### src/rtl/rapid_mem_arbiter.sv
// Two-port memory arbiter: fetch (port 0) and data (port 1) share one memory controller port.
// One transaction in flight. Data has priority, fetch has a starvation bound, and a watchdog ends stalled waits.

module rapid_mem_arbiter_lane (
  input  logic i_clk,
  input  logic i_reset,
  input  logic fire,
  input  logic sel,
  output logic res_valid
);
  always_ff @(posedge i_clk or posedge i_reset) begin
    if (i_reset) res_valid <= 1'b0;
    else         res_valid <= fire & sel;
  end
endmodule

module rapid_mem_arbiter #(
  parameter int ADDR_W         = 32,
  parameter int DATA_W         = 32,
  parameter int MAX_DATA_BURST = 4,
  parameter int TIMEOUT        = 255
) (
  input  logic                       i_clk,
  input  logic                       i_reset,
  input  logic [1:0]                 i_req_valid,
  input  logic [2*ADDR_W-1:0]        i_req_addr,
  input  logic [1:0]                 i_req_we,
  input  logic [2*DATA_W-1:0]        i_req_wdata,
  input  logic [2*(DATA_W/8)-1:0]    i_req_be,
  output logic [1:0]                 o_req_ready,
  output logic [1:0]                 o_res_valid,
  output logic [DATA_W-1:0]          o_res_data,
  output logic                       o_res_err,
  output logic                       o_mem_req_valid,
  output logic [ADDR_W-1:0]          o_mem_addr,
  output logic                       o_mem_we,
  output logic [DATA_W-1:0]          o_mem_wdata,
  output logic [DATA_W/8-1:0]        o_mem_be,
  input  logic                       i_mem_req_ready,
  input  logic                       i_mem_res_valid,
  input  logic [DATA_W-1:0]          i_mem_res_data
);
  localparam int BE_W = DATA_W/8;
  localparam logic [3:0]  MAX_B = 4'(MAX_DATA_BURST);
  localparam logic [15:0] TMO   = 16'(TIMEOUT);

  typedef enum logic [1:0] {IDLE, ISSUE, WAIT} state_t;

  state_t                     state;
  logic                       owner;
  logic [3:0]                 starve_cnt;
  logic [15:0]                tmo_cnt;
  logic                       win;
  logic                       res_fire;
  logic [1:0]                 res_sel;
  logic [1:0][ADDR_W-1:0]     req_addr;
  logic [1:0][DATA_W-1:0]     req_wdata;
  logic [1:0][BE_W-1:0]       req_be;

  for (genvar p = 0; p < 2; p++) begin : g_lane
    assign req_addr[p]  = i_req_addr[p*ADDR_W +: ADDR_W];
    assign req_wdata[p] = i_req_wdata[p*DATA_W +: DATA_W];
    assign req_be[p]    = i_req_be[p*BE_W +: BE_W];
    assign res_sel[p]   = (owner == 1'(p));

    rapid_mem_arbiter_lane u_lane (
      .i_clk     (i_clk),
      .i_reset   (i_reset),
      .fire      (res_fire),
      .sel       (res_sel[p]),
      .res_valid (o_res_valid[p])
    );
  end

  // Data wins a contest unless fetch has already waited out a full burst.
  always_comb begin
    win = i_req_valid[1] && !(i_req_valid[0] && starve_cnt == MAX_B);
    o_req_ready = 2'b00;
    if (state == IDLE && !i_reset && |i_req_valid)
      o_req_ready = win ? 2'b10 : 2'b01;
  end

  // A response sampled on the final watchdog cycle is still a normal response.
  always_comb begin
    res_fire = 1'b0;
    if (state == WAIT && (i_mem_res_valid || tmo_cnt + 16'd1 == TMO))
      res_fire = 1'b1;
  end

  always_ff @(posedge i_clk or posedge i_reset) begin
    if (i_reset) begin
      state           <= IDLE;
      owner           <= 1'b0;
      starve_cnt      <= '0;
      tmo_cnt         <= '0;
      o_res_data      <= '0;
      o_res_err       <= 1'b0;
      o_mem_req_valid <= 1'b0;
      o_mem_addr      <= '0;
      o_mem_we        <= 1'b0;
      o_mem_wdata     <= '0;
      o_mem_be        <= '0;
    end else begin
      case (state)
        IDLE: begin
          if (|i_req_valid) begin
            owner           <= win;
            o_mem_addr      <= req_addr[win];
            o_mem_we        <= i_req_we[win];
            o_mem_wdata     <= req_wdata[win];
            o_mem_be        <= req_be[win];
            o_mem_req_valid <= 1'b1;
            state           <= ISSUE;
            if (win && i_req_valid[0])
              starve_cnt <= (starve_cnt == MAX_B) ? starve_cnt : starve_cnt + 4'd1;
            else
              starve_cnt <= '0;
          end
        end
        ISSUE: begin
          if (i_mem_req_ready) begin
            o_mem_req_valid <= 1'b0;
            tmo_cnt         <= '0;
            state           <= WAIT;
          end
        end
        WAIT: begin
          if (i_mem_res_valid) begin
            o_res_data <= i_mem_res_data;
            o_res_err  <= 1'b0;
            state      <= IDLE;
          end else if (tmo_cnt + 16'd1 == TMO) begin
            o_res_data <= '0;
            o_res_err  <= 1'b1;
            state      <= IDLE;
          end else begin
            tmo_cnt <= tmo_cnt + 16'd1;
          end
        end
        default: state <= IDLE;
      endcase
    end
  end
endmodule

### config.mk
export PLATFORM = sky130hd
export DESIGN_NAME = rapid_mem_arbiter
export DESIGN_NICKNAME = d
export VERILOG_FILES = /design/src/rtl/rapid_mem_arbiter.sv
export SDC_FILE = /design/constraint.sdc
export NUM_CORES = 1
export LEC_CHECK = 0
export CAP_MARGIN = 20
export CORE_ASPECT_RATIO = 0.8
export CORE_MARGIN = 2
export CORE_UTILIZATION = 37
export CTS_CLUSTER_DIAMETER = 60
export DETAILED_ROUTE_END_ITERATION = 8
export PLACE_DENSITY = 0.76
export SLEW_MARGIN = 10
export SYNTH_ARGS = -nofsm -noshare
export SYNTH_HDL_FRONTEND = slang
export SYNTH_SLANG_ARGS = --single-unit
### constraint.sdc
create_clock -name i_clk -period 4 [get_ports i_clk]
set_clock_uncertainty 0.05 [all_clocks]
set_input_delay 0.4 -clock i_clk [delete_from_list [all_inputs] [get_ports i_clk]]
set_output_delay 0.4 -clock i_clk [all_outputs]
set_load 0.01 [all_outputs]
======== Word-level counts from Yosys, hierarchy flattened ========
Cells that the tools add are included.
word-level totals
  flip-flop bits (word level) ............. 128
  input port bits ......................... 176
  output and inout bits ................... 107
  word-level logic and storage cells ...... 78
operators by class
  add/sub/neg operators ................... 2
  $lt $le $gt $ge ......................... 1
  eq/ne operators ......................... 10
  multiplexer cells ....................... 29
  bitwise logic cells ..................... 3
  reductions and logical operators ........ 20
operators by type and width
  kind                                                                   count
  32-bit two-way mux                                                     6
  16-bit two-way mux                                                     3
  16-bit one-hot mux with 2 select lines                                 1
  16-bit by 1-bit adder with 16-bit output (second input constant)       1
  16-bit by 8-bit == test with 1-bit output (second input constant)      1
  4-bit two-way mux                                                      4
  2-bit two-way mux                                                      6
  3-bit AND reduction                                                    3
  2-bit != test (second input constant)                                  4
  1-bit two-way mux                                                      7
  1-bit logical AND                                                      6
  2-bit one-hot mux with 3 select lines                                  1
  2-bit nonzero test                                                     3
  4-bit by 1-bit adder with 4-bit output (second input constant)         1
  4-bit by 3-bit == test with 1-bit output (second input constant)       1
  2-bit AND reduction                                                    2
  4-bit AND reduction                                                    1
  3-bit by 2-bit != test with 1-bit output (second input constant)       1
  1-bit bitwise AND                                                      2
  2-bit by 1-bit == test with 1-bit output (second input constant)       1
  2-bit == test (second input constant)                                  1
  1-bit logical NOT                                                      2
  2-bit logical NOT                                                      1
  1-bit by 2-bit < comparator with 1-bit output (second input constant)  1
  5 further kinds                                                        5

======== Longest topological paths before layout ========
  depth in word-level cells ............... 7
  depth in mapped cells ................... 11
  gate-level depth less buffers ........... 9

======== By module ========
From an unflattened synthesis, not the netlist that was laid out.
unflattened totals
  cell total of the unflattened synthesis .. 640
  area, all modules ....................... 5850.6 µm²
modules (own cells, without submodules)
  module                  times used  cells an instance  area each (µm²)  sequential area each (µm²)
  rapid_mem_arbiter       1           634                5780.5           3153.0
  rapid_mem_arbiter_lane  2           3                  35.0             25.0

======== Worst setup path after synthesis ========
Ideal clock, no wire load.
  kind .................................... register to register
  start point ............................. register tmo_cnt[0]
  end point ............................... register o_res_data[12]
  arrival ................................. 2.115 ns
  required time ........................... 3.829 ns
  slack ................................... 1.714 ns
  stages on the path, launching flop included .. 10
  buffers on the path ..................... 1
  period minus slack after synthesis ...... 2.286 ns
  cells stage by stage .................... dfrtp_1 -> ha_1 -> and4_1 -> nand4_1 -> mux2i_1 -> nand4_1 -> nor4_4 -> o21ai_2 -> buf_4 -> a22o_1
between the ends
  word-level cells in the longest chain between the ends .. 4
ends and longest elaborated chain
  element                                    RTL line  source
  start, declared                            52        logic [15:0] tmo_cnt;
  start signal, assigned                     137       tmo_cnt <= tmo_cnt + 16'd1;
  16-bit by 1-bit adder with 16-bit output   132       end else if (tmo_cnt + 16'd1 == TMO) begin
  16-bit by 8-bit == test with 1-bit output  132
  2-bit nonzero test (no source line)        n/a
  2-bit AND reduction (no source line)       n/a
  end signal, assigned                       129       o_res_data <= i_mem_res_data;
  end, declared                              32        output logic [DATA_W-1:0] o_res_data,
Every way passes these cells.
A chain may end at the register's enable or synchronous reset.

======== Worst setup path in the final report ========
  start point ............................. register tmo_cnt[0]
  end point ............................... register tmo_cnt[4]
between the ends
  word-level cells in the longest chain between the ends .. 4
ends and longest elaborated chain
  element                                                                                                RTL line
  16-bit by 1-bit adder with 16-bit output *                                                             132, 137
  16-bit by 8-bit == test with 1-bit output / 16-bit two-way mux (equally long branches)                 132
  2-bit != test (no source line) / 16-bit two-way mux (equally long branches)                            n/a
  4-bit AND reduction (no source line) / 16-bit one-hot mux with 2 select lines (equally long branches)  n/a
Mark *: on every way between the ends. The rest lies on a longest branch, timed or not. The select of a mux whose other input is x is not followed.

==> impl_metrics.yaml <==
final_layout:
  final_common_cell: "sky130_fd_sc_hd__clkdlybuf4s50_1"
  num_antenna_cells: 0
  layout.cells.most_common_list: "sky130_fd_sc_hd__clkdlybuf4s50_1 (282), sky130_fd_sc_hd__nand2_1 (152), sky130_fd_sc_hd__dfrtp_1 (128), sky130_fd_sc_hd__nor2_1 (84), sky130_fd_sc_hd__a31oi_1 (73)"
  layout-drive-gt1-share: 0.05947
  postLayoutCellArea_um2: 9418
  nFillCells: 1392
  finalNonFillerCells: 1123
  nNetsFinal: 1076
  areaGrowthSynthToFinish_pct: 60.94
floorplan:
  placement_rows: 41
  dieArea_um2: 16840
  core_area_um2: 15650
  floorplan.die.width_um: 144.6
  initial_utilization: 0.3740
  io-pin-count: 283
  chipHeight_um: 116.5
power:
  power.net_switching_mw: 2.167
  power_per_cell_area_nw_per_um2: 690.9
  leakagePower_nw: 3.985
  power.ir.vdd_worst_mv: 0.2897
  combinational_cell_fraction_of_total_power: 0.418
  clock_power_share: 0.240
  sequentialPowerShare: 0.342
  intPower_mw: 4.340
  sw_frac_of_total: 0.3330
placed_design:
  place_congestion: 0.8921
  portBuffers: 282
  placed_cells_incl_taps: 1092
  dpl_cell_area_um2: 8825
  detailed_place_hpwl_mm: 12.28
global_route:
  overflow: 0
  grt_start_max_net_pins: 91
  number_of_global_route_vias_before_repair: 5231
  globalRouteTotalUtil: 0.2051
  grt_pass1_wl_mm: 26.75
  antenna_violations_before_repair: 1
critical_path:
  cp_arrival_ns: 3.03
  critical_path.slowest_cell: "sky130_fd_sc_hd__dfrtp_1"
  critical_path_class: "flop to flop"
  crit_top_cell: "sky130_fd_sc_hd__nand4_1"
  critical_path.max_fanout: 10
  cpPeakStageDelay_ns: 0.47
  crit_chain: "ha_1, and4_1, nand4_1, mux2i_1, nand4_1, nor4_4, o21a_1, inv_2, o21ai_1"
  critPathLaunchType: "flop"
  ff2ff_setup_slack_ns: 1.26
  setup.worst_path.end_class: "flop"
  timing.critical_path.required_ns: 4.28
drt:
  detailedRoute.firstIterationViolations: 366
  vias_after_detailed_routing: 5542
  viasPerCell: 4.935
  wl_per_cell_um: 15.47
  postRouteAntennaNets: 0
  detail_route.drc_violations: 0
  postRouteWirelength_mm: 17.37
  length_of_the_first_detailed_routing_pass_in_iterations: 4
clock_tree:
  clock_tree.root_cell: "sky130_fd_sc_hd__clkbuf_16"
  insertion_delay_ns: 0.41
  holdBufCountCts: 0
  clock_sinks: 128
  post-cts-setup-buffers: 0
  cts_bufs_inserted: 17
  cts_max_level: 4
  tritoncts: "built"
  cts-resized-gates: 0
  clock_path_buffers: 2
  clk_pin_slew_worst_paths_ns: 0.06
timing:
  timing.max_slew.rel_slack: 0.4506
  post-route-period-util: 0.6860
  maxSlewViolCount: 0
  report.final.setup_viol: 0
  hold_violations: 0
  final.min_clock_period_ns: 2.744
  clock.fmax_mhz: 364.5
  worstMarginPinSlew_ns: 0.8242
  grt_setup_unrepaired: "no"
  final.setup.tns_ns: 0
flow_run:
  timing.max_cap.violations: 0
synthesis:
  synthesis.area_um2: 5852
  postSynthNetCount: 816
  post_synth.cell_area_avg_um2: 9.201
  edff_count_synth: 0
  ys_warn_count: 0
  post_synth_inst_count: 636
  synth.ff_latch_count: 128
  ys_async_sr_fraction: 1.000
  post-synth-top-area-cell: "sky130_fd_sc_hd__dfrtp_1"
  synth_top_cells_by_area: "sky130_fd_sc_hd__dfrtp_1 (55%), sky130_fd_sc_hd__nand2_1 (9.8%), sky130_fd_sc_hd__a31oi_1 (7.8%)"
  yosysSeqAreaShare: 0.5474
  yosys.cell_types.count: 45
  area_share_of_the_largest_cell_type_after_synthesis: 0.5474
  synth_top_flop_cell: "sky130_fd_sc_hd__dfrtp_1"
status:
  result_of_the_run: "complete, no violations"
hold_path:
  worstHoldPathType: "flop to flop"
==> stage by stage <==
step | power, mW | setup slack (ns) | hold slack, ns | util
floorplan | 3.465 | 0.1374 | 0.3532 | -
global placement | 4.926 | 1.379 | 0.3595 | 0.5640
detailed placement | 4.990 | 1.297 | 0.3684 | 0.5640
CTS | 6.587 | 1.274 | 0.3800 | 0.6019
global route | 6.906 | 1.063 | 0.3987 | 0.6019
finish | 6.507 | 1.256 | 0.3730 | 0.6019
==> sequential cells by signal, summed over array words and instances (netlist names), 2 cells and up <==
signal                   count
o_mem_addr                  32
o_mem_wdata                 32
o_res_data                  32
tmo_cnt                     16
o_mem_be                     4
starve_cnt                   4
g_lane.u_lane.res_valid      2
state                        2
==> kinds of logic (layout without fill, tap and decap cells) <==
logic type | after synthesis | after routing | share of synthesized area
AO/OA/AOI/OAI | 135 | 135 | 0.1597
XOR/XNOR | 8 | 8 | 0.01197
adder cells (fa/ha/maj) | 4 | 4 | 0.008553
buffers and inverters | 61 | 333 | 0.04618
flip-flops | 128 | 128 | 0.5474
multiplexers | 6 | 6 | 0.01048
AND/OR/NAND/NOR | 294 | 294 | 0.2157
==> final cells by class <==
class | count | area [um^2] | area share
sequential | 128 | 3203 | 0.3401
timing repair buffer | 292 | 2923 | 0.3103
multi-input combinational | 447 | 2387 | 0.2535
clock buffer | 18 | 429.2 | 0.04557
tap | 215 | 269.0 | 0.02856
clock inverter | 13 | 163.9 | 0.01740
inverter | 10 | 42.54 | 0.004517
==> critical path: cells and delay by family, from the launching register on <==
| family | cells | cell delay, ns |
|---|---|---|
| adder cells (fa/ha/maj) | 1 | 0.26 |
| buffers and inverters | 1 | 0.10 |
| AND/OR/NAND/NOR | 4 | 1.00 |
| flip-flops | 1 | 0.47 |
| multiplexers | 1 | 0.18 |
| AO/OA/AOI/OAI | 2 | 0.60 |
==> cell usage after synthesis (5+ instances only) <==
cell	n
sky130_fd_sc_hd__a21oi_1	5
sky130_fd_sc_hd__nand4_1	6
sky130_fd_sc_hd__dfrtp_1	128
sky130_fd_sc_hd__and3_1	6
sky130_fd_sc_hd__buf_1	6
sky130_fd_sc_hd__a31oi_1	73
sky130_fd_sc_hd__clkbuf_1	34
sky130_fd_sc_hd__o21ai_0	9
sky130_fd_sc_hd__nand3_1	12
sky130_fd_sc_hd__nand2_1	153
sky130_fd_sc_hd__mux2i_1	5
sky130_fd_sc_hd__buf_4	6
sky130_fd_sc_hd__inv_1	9
sky130_fd_sc_hd__nor3_1	9
sky130_fd_sc_hd__a22o_1	34
sky130_fd_sc_hd__nor2_1	84
==> final timing paths <==
path,start,end,cells past startpoint
hold reg to reg,owner$_DFFE_PP0P_,g_lane[0].u_lane.res_valid$_DFF_PP0_,1
hold / removal,owner$_DFFE_PP0P_,g_lane[0].u_lane.res_valid$_DFF_PP0_,1
setup / recovery,tmo_cnt[0]$_DFFE_PP0P_,tmo_cnt[4]$_DFFE_PP0P_,9
setup reg to reg,tmo_cnt[0]$_DFFE_PP0P_,tmo_cnt[4]$_DFFE_PP0P_,9
max in group asynchronous,i_reset,o_mem_addr[0]$_DFFE_PP0P_,3
min in group asynchronous,i_reset,state[0]$_DFFE_PP0P_,2
==> power by group through the flow <==
stage                     Sequential [mW]  Combinational [mW]  Clock, mW
after CTS                            2.23                2.76       1.60
final                                2.22                2.72       1.56
after global placement               2.23                2.70          0
after global routing                 2.30                2.96       1.65
after floorplan                      2.43                1.04          0
after detailed placement             2.24                2.75          0
==> per-layer routing <==
metal | part of all wire | up-vias | global-route usage | wire, um
li1 | - | 2728 | - | -
met1 | 0.42 | 2581 | 0.2564 | 7216
met2 | 0.47 | 203 | 0.3314 | 8241
met3 | 0.090 | 28 | 0.07585 | 1555
met4 | 0.020 | 2 | 0.06926 | 342
met5 | 0.00075 | - | 0 | 13
Note: power is estimated with default switching activity, not from simulation.
